<file path="config.mk">
export PLATFORM = sky130hd
export DESIGN_NAME = instr_fetch_ctrl
export DESIGN_NICKNAME = d
export VERILOG_FILES = /design/src/rtl/instr_fetch_ctrl.sv
export SDC_FILE = /design/constraint.sdc
export NUM_CORES = 1
export LEC_CHECK = 0
export CORE_ASPECT_RATIO = 1.5
export CORE_MARGIN = 3
export CORE_UTILIZATION = 40
export CTS_BUF_LIST = sky130_fd_sc_hd__clkbuf_16
export DETAILED_ROUTE_END_ITERATION = 8
export DONT_BUFFER_PORTS = 1
export PLACE_DENSITY_LB_ADDON = 0.08
export SETUP_SLACK_MARGIN = 0.02
export SLEW_MARGIN = 20
export SYNTH_ARGS = -nofsm -noshare
export SYNTH_HDL_FRONTEND = slang
export SYNTH_SLANG_ARGS = --single-unit
</file>
<file path="constraint.sdc">
create_clock -name clk -period 3.49 [get_ports clk]
set_clock_uncertainty 0.2 [all_clocks]
set_input_delay 0.5235 -clock clk [delete_from_list [all_inputs] [get_ports clk]]
set_output_delay 0.5235 -clock clk [all_outputs]
set_load 0.02 [all_outputs]
</file>
<file path="src/rtl/instr_fetch_ctrl.sv">
// Instruction-memory / PC sequencer: streams loader words into memory in LOAD,
// drives the PC as the fetch address and picks the next PC in RUN.
module instr_fetch_ctrl #(
  parameter int          DEPTH    = 1024,
  parameter logic [29:0] RESET_PC = 30'd0
) (
  input  logic        clk,
  input  logic        rst_n,
  input  logic        load_req,
  input  logic        start,
  input  logic        load_valid,
  input  logic [31:0] load_data,
  input  logic        load_last,
  output logic        load_ready,
  input  logic        jump,
  input  logic [25:0] target,
  input  logic        jump_reg,
  input  logic [31:0] jump_to,
  input  logic        branch,
  input  logic        inv_zero,
  input  logic        zero,
  input  logic [15:0] imm16,
  input  logic        stall,
  input  logic        halt_req,
  output logic        mem_we,
  output logic [29:0] mem_addr,
  output logic [31:0] mem_din,
  output logic [29:0] pc,
  output logic        instr_valid,
  output logic [1:0]  state,
  output logic        load_ovf,
  output logic        jr_misalign
);

  localparam int CW = (DEPTH > 1) ? $clog2(DEPTH) : 1;
  localparam logic [CW-1:0] LAST_ADDR = CW'(DEPTH - 1);

  typedef enum logic [1:0] {
    S_IDLE = 2'd0,
    S_LOAD = 2'd1,
    S_RUN  = 2'd2,
    S_HALT = 2'd3
  } state_t;

  state_t        st;
  logic [CW-1:0] cnt;
  logic [29:0]   pc_r;
  logic [29:0]   seq_pc;
  logic [29:0]   br_pc;
  logic          br_taken;

  // Branch offset is counted from the instruction after the branch.
  assign seq_pc   = pc_r + 30'd1;
  assign br_pc    = seq_pc + {{14{imm16[15]}}, imm16};
  assign br_taken = branch && (zero ^ inv_zero);

  always_ff @(posedge clk or negedge rst_n) begin
    if (!rst_n) begin
      st          <= S_IDLE;
      pc_r        <= RESET_PC;
      cnt         <= '0;
      load_ready  <= 1'b0;
      instr_valid <= 1'b0;
      load_ovf    <= 1'b0;
      jr_misalign <= 1'b0;
    end else begin
      case (st)
        S_IDLE, S_HALT: begin
          if (load_req) begin
            st          <= S_LOAD;
            cnt         <= '0;
            load_ovf    <= 1'b0;
            jr_misalign <= 1'b0;
            load_ready  <= 1'b1;
          end else if (start) begin
            st          <= S_RUN;
            pc_r        <= RESET_PC;
            instr_valid <= 1'b1;
          end
        end
        S_LOAD: begin
          if (load_valid) begin
            cnt <= cnt + CW'(1);
            if (load_last) begin
              st          <= S_RUN;
              pc_r        <= RESET_PC;
              load_ready  <= 1'b0;
              instr_valid <= 1'b1;
            end else if (cnt == LAST_ADDR) begin
              st         <= S_HALT;
              load_ovf   <= 1'b1;
              load_ready <= 1'b0;
            end
          end
        end
        S_RUN: begin
          if (halt_req) begin
            st          <= S_HALT;
            instr_valid <= 1'b0;
          end else if (stall) begin
            pc_r <= pc_r;
          end else if (jump) begin
            pc_r <= {pc_r[29:26], target};
          end else if (jump_reg) begin
            // A misaligned jr is still taken; the flag only records it.
            pc_r <= jump_to[31:2];
            if (jump_to[1:0] != 2'b00) jr_misalign <= 1'b1;
          end else if (br_taken) begin
            pc_r <= br_pc;
          end else begin
            pc_r <= seq_pc;
          end
        end
        default: st <= S_IDLE;
      endcase
    end
  end

  assign state    = st;
  assign pc       = pc_r;
  assign mem_we   = (st == S_LOAD) && load_valid;
  assign mem_addr = (st == S_LOAD) ? 30'(cnt) : pc_r;
  assign mem_din  = load_data;

endmodule
</file>
## After elaboration in Yosys (flattened, before gate mapping)

Index checks and enable logic that the tools add are counted.

| word-level totals | value |
|---|---|
| register bits after elaboration | 46 |
| input port bits | 119 |
| output and inout port bits | 99 |

| operators by class | value |
|---|---|
| add/sub/neg operators | 3 |
| eq/ne operators | 19 |
| mux-type cells | 43 |
| bitwise logic cells | 1 |
| reductions and logical operators | 15 |

Operators with widths:

| kind | count |
|---|---|
| $mux 30 | 10 |
| $pmux 30 s3 | 1 |
| $add 30x1->30 const B | 1 |
| $add 30x30->30 | 1 |
| $ne 2x2->1 const B | 13 |
| $mux 10 | 2 |
| $pmux 10 s2 | 1 |
| $mux 1 | 18 |
| $reduce_and 7->1 | 2 |
| $mux 2 | 6 |
| $add 10x1->10 const B | 1 |
| $eq 10x10->1 const B | 1 |
| $reduce_and 5->1 | 2 |
| $reduce_and 4->1 | 2 |
| $ne 3x3->1 const B | 2 |
| $pmux 1 s2 | 3 |
| $pmux 2 s3 | 1 |
| $reduce_and 6->1 | 1 |
| $reduce_bool 2->1 | 3 |
| $eq 2x2->1 const B | 2 |
| $pmux 1 s3 | 1 |
| $reduce_and 3->1 | 1 |
| $eq 2x1->1 const B | 1 |
| $logic_and 1x1->1 | 2 |
| 3 further kinds | 3 |

## Longest topological paths before layout

Gate-level depths: netlist of run 1.

| logic depth | value |
|---|---|
| word-level depth | 8 |
| mapped depth | 18 |
| mapped depth without buffers | 17 |

## Worst setup path after synthesis of run 1

Ideal clock, no wire load.

| timing path | value |
|---|---|
| kind | reg2reg |
| start | reg pc_r[4], in the netlist pc[4] |
| end | reg pc_r[27], in the netlist pc[27] |
| library setup time | 0.092 ns |
| arrival time | 3.408 ns |
| data required time | 3.198 ns |
| path slack | -0.210 ns |
| cell stages (with the launch flop) | 17 |
| buffers on the path | 1 |
| period minus slack after synthesis | 3.700 ns |
| cells stage by stage | dfrtp_1 -> and4_1 -> nand3_1 -> nor2_1 -> nand3_1 -> xnor2_1 -> ha_1 -> buf_6 -> a211oi_1 -> o211ai_1 -> a221oi_1 -> a2bb2oi_2 -> o2111ai_2 -> a41oi_2 -> xnor2_1 -> nor2_1 -> o31ai_2 |

| between the ends | value |
|---|---|
| longest elaborated chain between the ends | 8 |

Ends and longest elaborated chain:

| item | line | source |
|---|---|---|
| start: declaration | 47 | `logic [29:0] pc_r;` |
| start signal: assignment | 101 | `pc_r <= pc_r;` |
| start signal: assignment | 103 | `pc_r <= {pc_r[29:26], target};` |
| start signal: assignment | 106 | `pc_r <= jump_to[31:2];` |
| $add 30x1->30 (*) | 53 | `assign seq_pc = pc_r + 30'd1;` |
| $add 30x30->30 | 54 | `assign br_pc = seq_pc + {{14{imm16[15]}}, imm16};` |
| $mux 30 (*) | 108 | `end else if (br_taken) begin` |
| $mux 30 (*) | 104 | `end else if (jump_reg) begin` |
| $mux 30 (*) | 102 | `end else if (jump) begin` |
| $mux 30 (*) | 100 | `end else if (stall) begin` |
| $mux 30 (*) | 97 | `if (halt_req) begin` |
| $pmux 30 s3 (*) | 67 | `case (st)` |

Every way passes the cells marked *; elsewhere a longest branch is shown, timed or not. The select of a mux whose other input is x is not followed.
A chain may end at the register's enable or synchronous reset.

## Worst setup path in the final report of run 1

| timing path | value |
|---|---|
| start | reg pc_r[1], in the netlist pc[1] |
| end | reg pc_r[28], in the netlist pc[28] |

The elaborated chain is that of the path after synthesis.

==> results of run 1 <==
==> per-stage QoR <==
| step | power [mW] | TNS [ps] | setup slack [ps] | utilization |
|---|---|---|---|---|
| floorplan | 3.18 | 0 | 25.7 | - |
| global placement | 4.42 | -1840 | -265 | 0.474 |
| detailed placement | 4.44 | -1980 | -280 | 0.474 |
| CTS | 5.11 | -625 | -130 | 0.505 |
| global route | 5.67 | -2630 | -299 | 0.526 |
| finish | 5.29 | -426 | -106 | 0.526 |
==> cells in the mapped netlist, drive strengths merged, types with 8 or more instances <==
master,number,share of area
a211oi,14,0.020
a21o,19,0.025
a21oi,46,0.044
a22o,8,0.012
and2,8,0.0089
and3,12,0.013
buf,35,0.048
clkbuf,30,0.020
dfrtp,46,0.20
ha,38,0.085
inv,19,0.013
mux2,10,0.020
nand2,72,0.048
nand2b,8,0.0089
nand3,26,0.025
nand4,15,0.017
nor2,68,0.048
nor2b,30,0.033
nor3,17,0.016
o211ai,10,0.013
o21ai,64,0.058
xnor2,27,0.042
xor2,26,0.042
==> worst max path at each step <==
stage	start	end	slack, ps	depth (start not counted)
3_3_place_gp	pc[4]	pc[25]	-260	15
2_1_floorplan	pc[3]	pc[28]	30	13
5_1_grt	pc[1]	pc[27]	-300	16
3_5_place_dp	pc[5]	pc[27]	-280	15
6_report	pc[1]	pc[28]	-110	15
4_1_cts	pc[7]	pc[27]	-130	16
==> logic make-up after synthesis <==
logic type	after synthesis	synth area share
adders and majority gates	39	0.0882
xor gates and xnor gates	53	0.0839
and+or+nand+nor	280	0.249
muxes	16	0.0307
buffers and inverters	85	0.0815
AOI/OAI and AO/OA	217	0.262
DFF	46	0.205
==> layer usage <==
| metal | routed length (µm) | up-vias | global-route usage |
|---|---|---|---|
| met2 | 11200 | 275 | 0.499 |
| li1 | - | 2792 | - |
| met4 | 605 | 0 | 0.0791 |
| met3 | 1630 | 45 | 0.0346 |
| met1 | 8600 | 2913 | 0.353 |
| met5 | 0 | - | 0 |
==> registers in the layout, summed over array words and instances, names as in the netlist <==
name	cells
instr_valid	1
state	2
cnt	10
load_ready	1
pc	30
load_ovf	1
jr_misalign	1
==> critical path, stage by stage, from the launching register on <==
cell	delay, ps
dfrtp_2	390
buf_4	130
ha_1	150
nand3_2	110
or2_4	300
nor2_4	120
xor2_2	100
ha_1	350
and2_1	200
nand3_1	140
nor2_2	160
a211oi_2	120
nor4_1	310
o22ai_1	130
and3_1	190
or3_1	370
==> power by group through the flow <==
stage          logic, mW  registers (mW)  clock network, mW
2_1_floorplan       2.12            1.06                  0
3_3_place_gp        3.54           0.880                  0
3_5_place_dp        3.55           0.885                  0
4_1_cts             3.72           0.877              0.519
5_1_grt             4.23           0.902              0.539
6_report            3.91           0.878              0.509
==> final cells by class <==
cell class / instances / area [µm²] / share of cell area
well taps: 162 / 203 / 0.0283
clock buffers: 5 / 125 / 0.0175
flip-flops and latches: 46 / 1160 / 0.163
multi-input cells: 605 / 4480 / 0.627
inverters: 20 / 75.1 / 0.0105
repair buffers: 139 / 1070 / 0.150
clock inverters: 3 / 21.3 / 0.00297
diodes: 2 / 5.00 / 0.000700
==> timing repair <==
item | CTS | global route
hold endpoints to repair | 46 | 0
resized for setup | 37 | 46
pin swaps | 23 | 30
hold buffers | 2 | 0
setup buffers | 5 | 5
setup endpoints to repair | 13 | 19
==> run metrics, run 1 <==
outcome=finished, violations left; failing checks=setup timing; total grt overflow=0; Post-Synthesis Cells=736; net switching power=2.72 mW; post-synthesis cell area=5620 µm²; Antenna Nets Post-Route=0; largest net degree at the start of global routing=47; sequential area share after synthesis=0.205; row count=52; R2R setup slack=-110 ps; final wirelength=22100 µm; Final WS setup=-106 ps; Period minus WS final=3600 ps; final hold violations=0; synth warn=0; r2r endpoint=pc[28]; DR iter-0 viols=380; count of cell types in the netlist=78; # nets final=975; Sw Share=0.513; CTS H-tree lvls=2; CP Capture Type=register; Hold Path Sink=pc[16]; Port Buffer Count=0; Die ar.=15500 µm²; most frequent cells in the layout=buf_4 (135), nand2_1 (72), nor2_1 (57); leakage power=3.17 nW; EDFF count, synth=0; area delta synth->final=27.2%; core box area=13600 µm²; Area after DPL=6450 µm²; ys flop type=dfrtp_1; non-filler cells, final=982; worst endpoint data arrival time=3570 ps; DRT Pass-1 Iters=7; f_max=278 MHz; Comb pwr share=0.738; Worst slew margin=0.455; GPL Wtd Cong=0.953; global-route wire length before repair=33300 µm; r2r startpoint=pc[1]; DR vias=6025; r2r worst-path depth=15; Longest Clk Path Bufs=2; commonest non-fill, non-tap cell in the layout=buf_4; Clock Latency Late Sink=300 ps; Root Driver=clkbuf_16; clock share of power=0.096; wire per inst=22.5 µm; DPL Wire Length=17100 µm; die width=103 µm; Hold Path Cell Cnt=1; Worst Hold Class=input port to register; Layout fillers=1302; # IOs=218; Clock transition at path regs=70 ps; fraction of layout cells with a size suffix above 1=0.317; CP Max Fanout=4; final critical-path share of the clock period=1.03; unrepaired setup endpoints after global routing=yes; CP required=3470 ps; Remaining DRCs=0; total CTS buffers=5; final setup vio count=7; Final Max Slew Viols=0; Avg Cell Area, Syn=7.64 µm²; Seq pwr share=0.166; asr flop ratio synth=1.00; PwrDens=740 nW/µm²; Hold WS=133 ps; CTS tree=built; Max VDD drop=0.378 mV; hold_sp=jump_reg; Syn Nets=894; Yosys reg bits=46; antenna violations before repair=1; Crit Path Class=register to register; Setup crit start kind=register; dpl cells=960; worst-margin pin slew=814 ps; clock sink count=46; Internal=2.58 mW; gr usage total=0.281; Max Cap Viol=0; vias in the first global route=5882; Die Height=151 µm; final instance area=7150 µm²; Vias/cell=6.14; Initial Util=0.413
No activity file was read; power rests on OpenSTA's default activity.
==> run 2, diff against run 1 <==
--- a/config.mk
+++ b/config.mk
@@ -11,6 +11,7 @@
 export CTS_BUF_LIST = sky130_fd_sc_hd__clkbuf_16
 export DETAILED_ROUTE_END_ITERATION = 8
 export DONT_BUFFER_PORTS = 1
+export GPL_ROUTABILITY_DRIVEN = 1
 export PLACE_DENSITY_LB_ADDON = 0.08
 export SETUP_SLACK_MARGIN = 0.02
 export SLEW_MARGIN = 20
==> results of run 2 <==
Same layout as run 1: the final DEF is identical, and so are final timing and power.
==> run 3, diff against run 2 <==
--- a/config.mk
+++ b/config.mk
@@ -12,6 +12,7 @@
 export DETAILED_ROUTE_END_ITERATION = 8
 export DONT_BUFFER_PORTS = 1
 export GPL_ROUTABILITY_DRIVEN = 1
+export MAX_ROUTING_LAYER = met4
 export PLACE_DENSITY_LB_ADDON = 0.08
 export SETUP_SLACK_MARGIN = 0.02
 export SLEW_MARGIN = 20
==> run 3 against run 2 <==
  * Cell area is 1.1% higher
  * Clock power is 11% higher
  * Critical path type unchanged
  * Global-route usage is 0.75 points higher
  * Sequential share of layout area is 0.18 points lower
  * The run still ends with setup timing left
  * Critical path depth is 1 higher
  * Wire length is 1.8% higher
  * Utilization is 0.59 points higher
  * Worst hold slack worse by 17 ps
  * First-iteration DRC count is 16% lower
  * Largest cell class unchanged
  * Sequential power hardly changed
  * Flip-flop and latch count stayed put
==> run metrics, run 3 (synthesis results as in run 1) <==
max FFs per register=30 (unchanged); final instance area=7230 µm² (+1.1%); Worst slew margin=0.425 (-0.0301); unrepaired setup endpoints after global routing=yes; GPL Wtd Cong=0.954 (+0.14%); Post-Place Worst Slack=-378 ps (-98.0 ps); r2r startpoint=pc[5]; die width=103 µm (unchanged); fraction of layout cells with a size suffix above 1=0.322 (+0.00584); Layout fillers=1321 (+1.5%); f_max=274 MHz (-1.4%); worst endpoint data arrival time=3650 ps (+80 ps); wire per inst=22.7 µm (+0.90%); final setup vio count=12 (+5); Max Cap Viol=0 (unchanged); Clock Latency Late Sink=300 ps (about the same); core box area=13600 µm² (unchanged); Final Max Slew Viols=0 (unchanged); Setup crit start kind=register; failing checks=setup timing; DPL Wire Length=17200 µm (+0.30%); final wirelength=22500 µm (+1.8%); Crit Path Class=register to register; area of the multi-input gates=4430 µm² (-1.2%); hold_sp=jump_reg; CP Capture Type=register; CTS H-tree lvls=2 (unchanged); setup TNS=-1290 ps (-861 ps); final critical-path share of the clock period=1.05 (+0.0150); gr usage total=0.289 (+0.00754); worst-margin pin slew=860 ps (+46.1 ps); Area after DPL=6460 µm² (+0.23%); # IOs=218 (unchanged); DR vias=6096 (+1.2%); largest net degree at the start of global routing=47 (unchanged); area delta synth->final=28.7%; global-route wire length before repair=33000 µm (-1.1%); leakage power=3.25 nW (+2.6%); CP Max Fanout=3 (-1); # nets final=985 (+1.0%); Worst Setup SP=pc[5]; Vias/cell=6.15 (+0.26%); Port Buffer Count=0 (unchanged); Period minus WS final=3650 ps (+52.4 ps); Root Driver=clkbuf_16; CTS tree=built; Max VDD drop=0.374 mV (-0.94%); final hold violations=0 (unchanged); total grt overflow=0 (unchanged); Longest Clk Path Bufs=2 (unchanged); Die Height=151 µm (unchanged); vias in the first global route=5912 (+0.51%); Final WS setup=-159 ps (-52.4 ps); total CTS buffers=5 (unchanged); Core Util, Final=0.532 (+0.00589); commonest non-fill, non-tap cell in the layout=buf_4; Die ar.=15500 µm² (unchanged); clock sink count=46 (unchanged); PwrDens=751 nW/µm² (+1.4%); Initial Util=0.413 (unchanged); DRT Pass-1 Iters=5 (-2); antenna violations before repair=1 (unchanged); Remaining DRCs=0 (unchanged); CP required=3490 ps (+20 ps); Worst Hold Class=input port to register; most frequent cells in the layout=buf_4 (139), nand2_1 (72), nor2_1 (57); row count=52 (unchanged); DR iter-0 viols=319 (-16%); outcome=finished, violations left; Clock transition at path regs=70 ps (about the same); Antenna Nets Post-Route=0 (unchanged); Seq. cell area=1160 µm² (unchanged)
[run 3: what timing repair did]
item | in CTS | in global routing
gates resized for setup | 29 | 61
pin swaps | 19 | 34
buffers inserted | 4 | 14
gates cloned | 0 | 0
setup endpoints to repair | 14 | 21
hold buffers | 2 | 0
hold endpoints to repair | 46 | 0
[run 3: cell type report]
| cell class | count | share of cell area |
|---|---|---|
| Inverter | 20 | 0.0104 |
| Timing Repair Buffer | 149 | 0.164 |
| Multi-Input combinational cell | 605 | 0.613 |
| Sequential cell | 46 | 0.161 |
| Antenna cell | 1 | 0.000346 |
| Clock buffer | 5 | 0.0173 |
| Tap cell | 162 | 0.0280 |
| Clock inverter | 3 | 0.00571 |
[run 3: routing by layer]
| layer | global-route usage | routed length [µm] |
|---|---|---|
| met1 | 0.353 | 9010 |
| met2 | 0.483 | 11200 |
| met3 | 0.0350 | 1360 |
| met4 | 0.108 | 883 |
| met5 | - | 0 |
[run 3: worst max-delay path: stages, from the launching register on]
cell and delay (ps):
dfrtp_2 360, and4_4 260, nand3_4 100, nor2b_4 200, buf_4 140, nand3_1 110
xnor2_2 170, ha_1 320, a21o_1 190, a211o_1 290, or2_1 250, a211oi_2 300
buf_4 180, o31ai_2 70, xor2_1 180, nor2_1 60, o31ai_1 190
[run 3: where the power goes]
part / leakage, nW / total (mW) / switching [mW] / internal, mW
clock: 0.0812 / 0.566 / 0.230 / 0.336
combinational: 2.58 / 3.98 / 2.34 / 1.65
sequential: 0.595 / 0.879 / 0.182 / 0.697
total: 3.25 / 5.43 / 2.75 / 2.68
[run 3: worst paths after layout]
check | to | cells past startpoint | slack, ps
worst min register to register | cnt[9] | 2 | 370
min in group asynchronous | pc[8] | 2 | 610
max in group asynchronous | jr_misalign | 2 | 2240
worst max register to register | pc[24] | 16 | -160
worst min-delay path | pc[16] | 1 | 120
worst max-delay path | pc[24] | 16 | -160
[run 3: through the flow]
| stage | total power [mW] | std cells | hold slack [ps] |
|---|---|---|---|
| after floorplan | 3.18 | 736 | 27.9 |
| after global placement | 4.42 | 962 | 29.1 |
| after detailed placement | 4.44 | 962 | 29.0 |
| after CTS | 5.14 | 976 | 123 |
| after global routing | 5.79 | 991 | 120 |
| final | 5.43 | 991 | 116 |
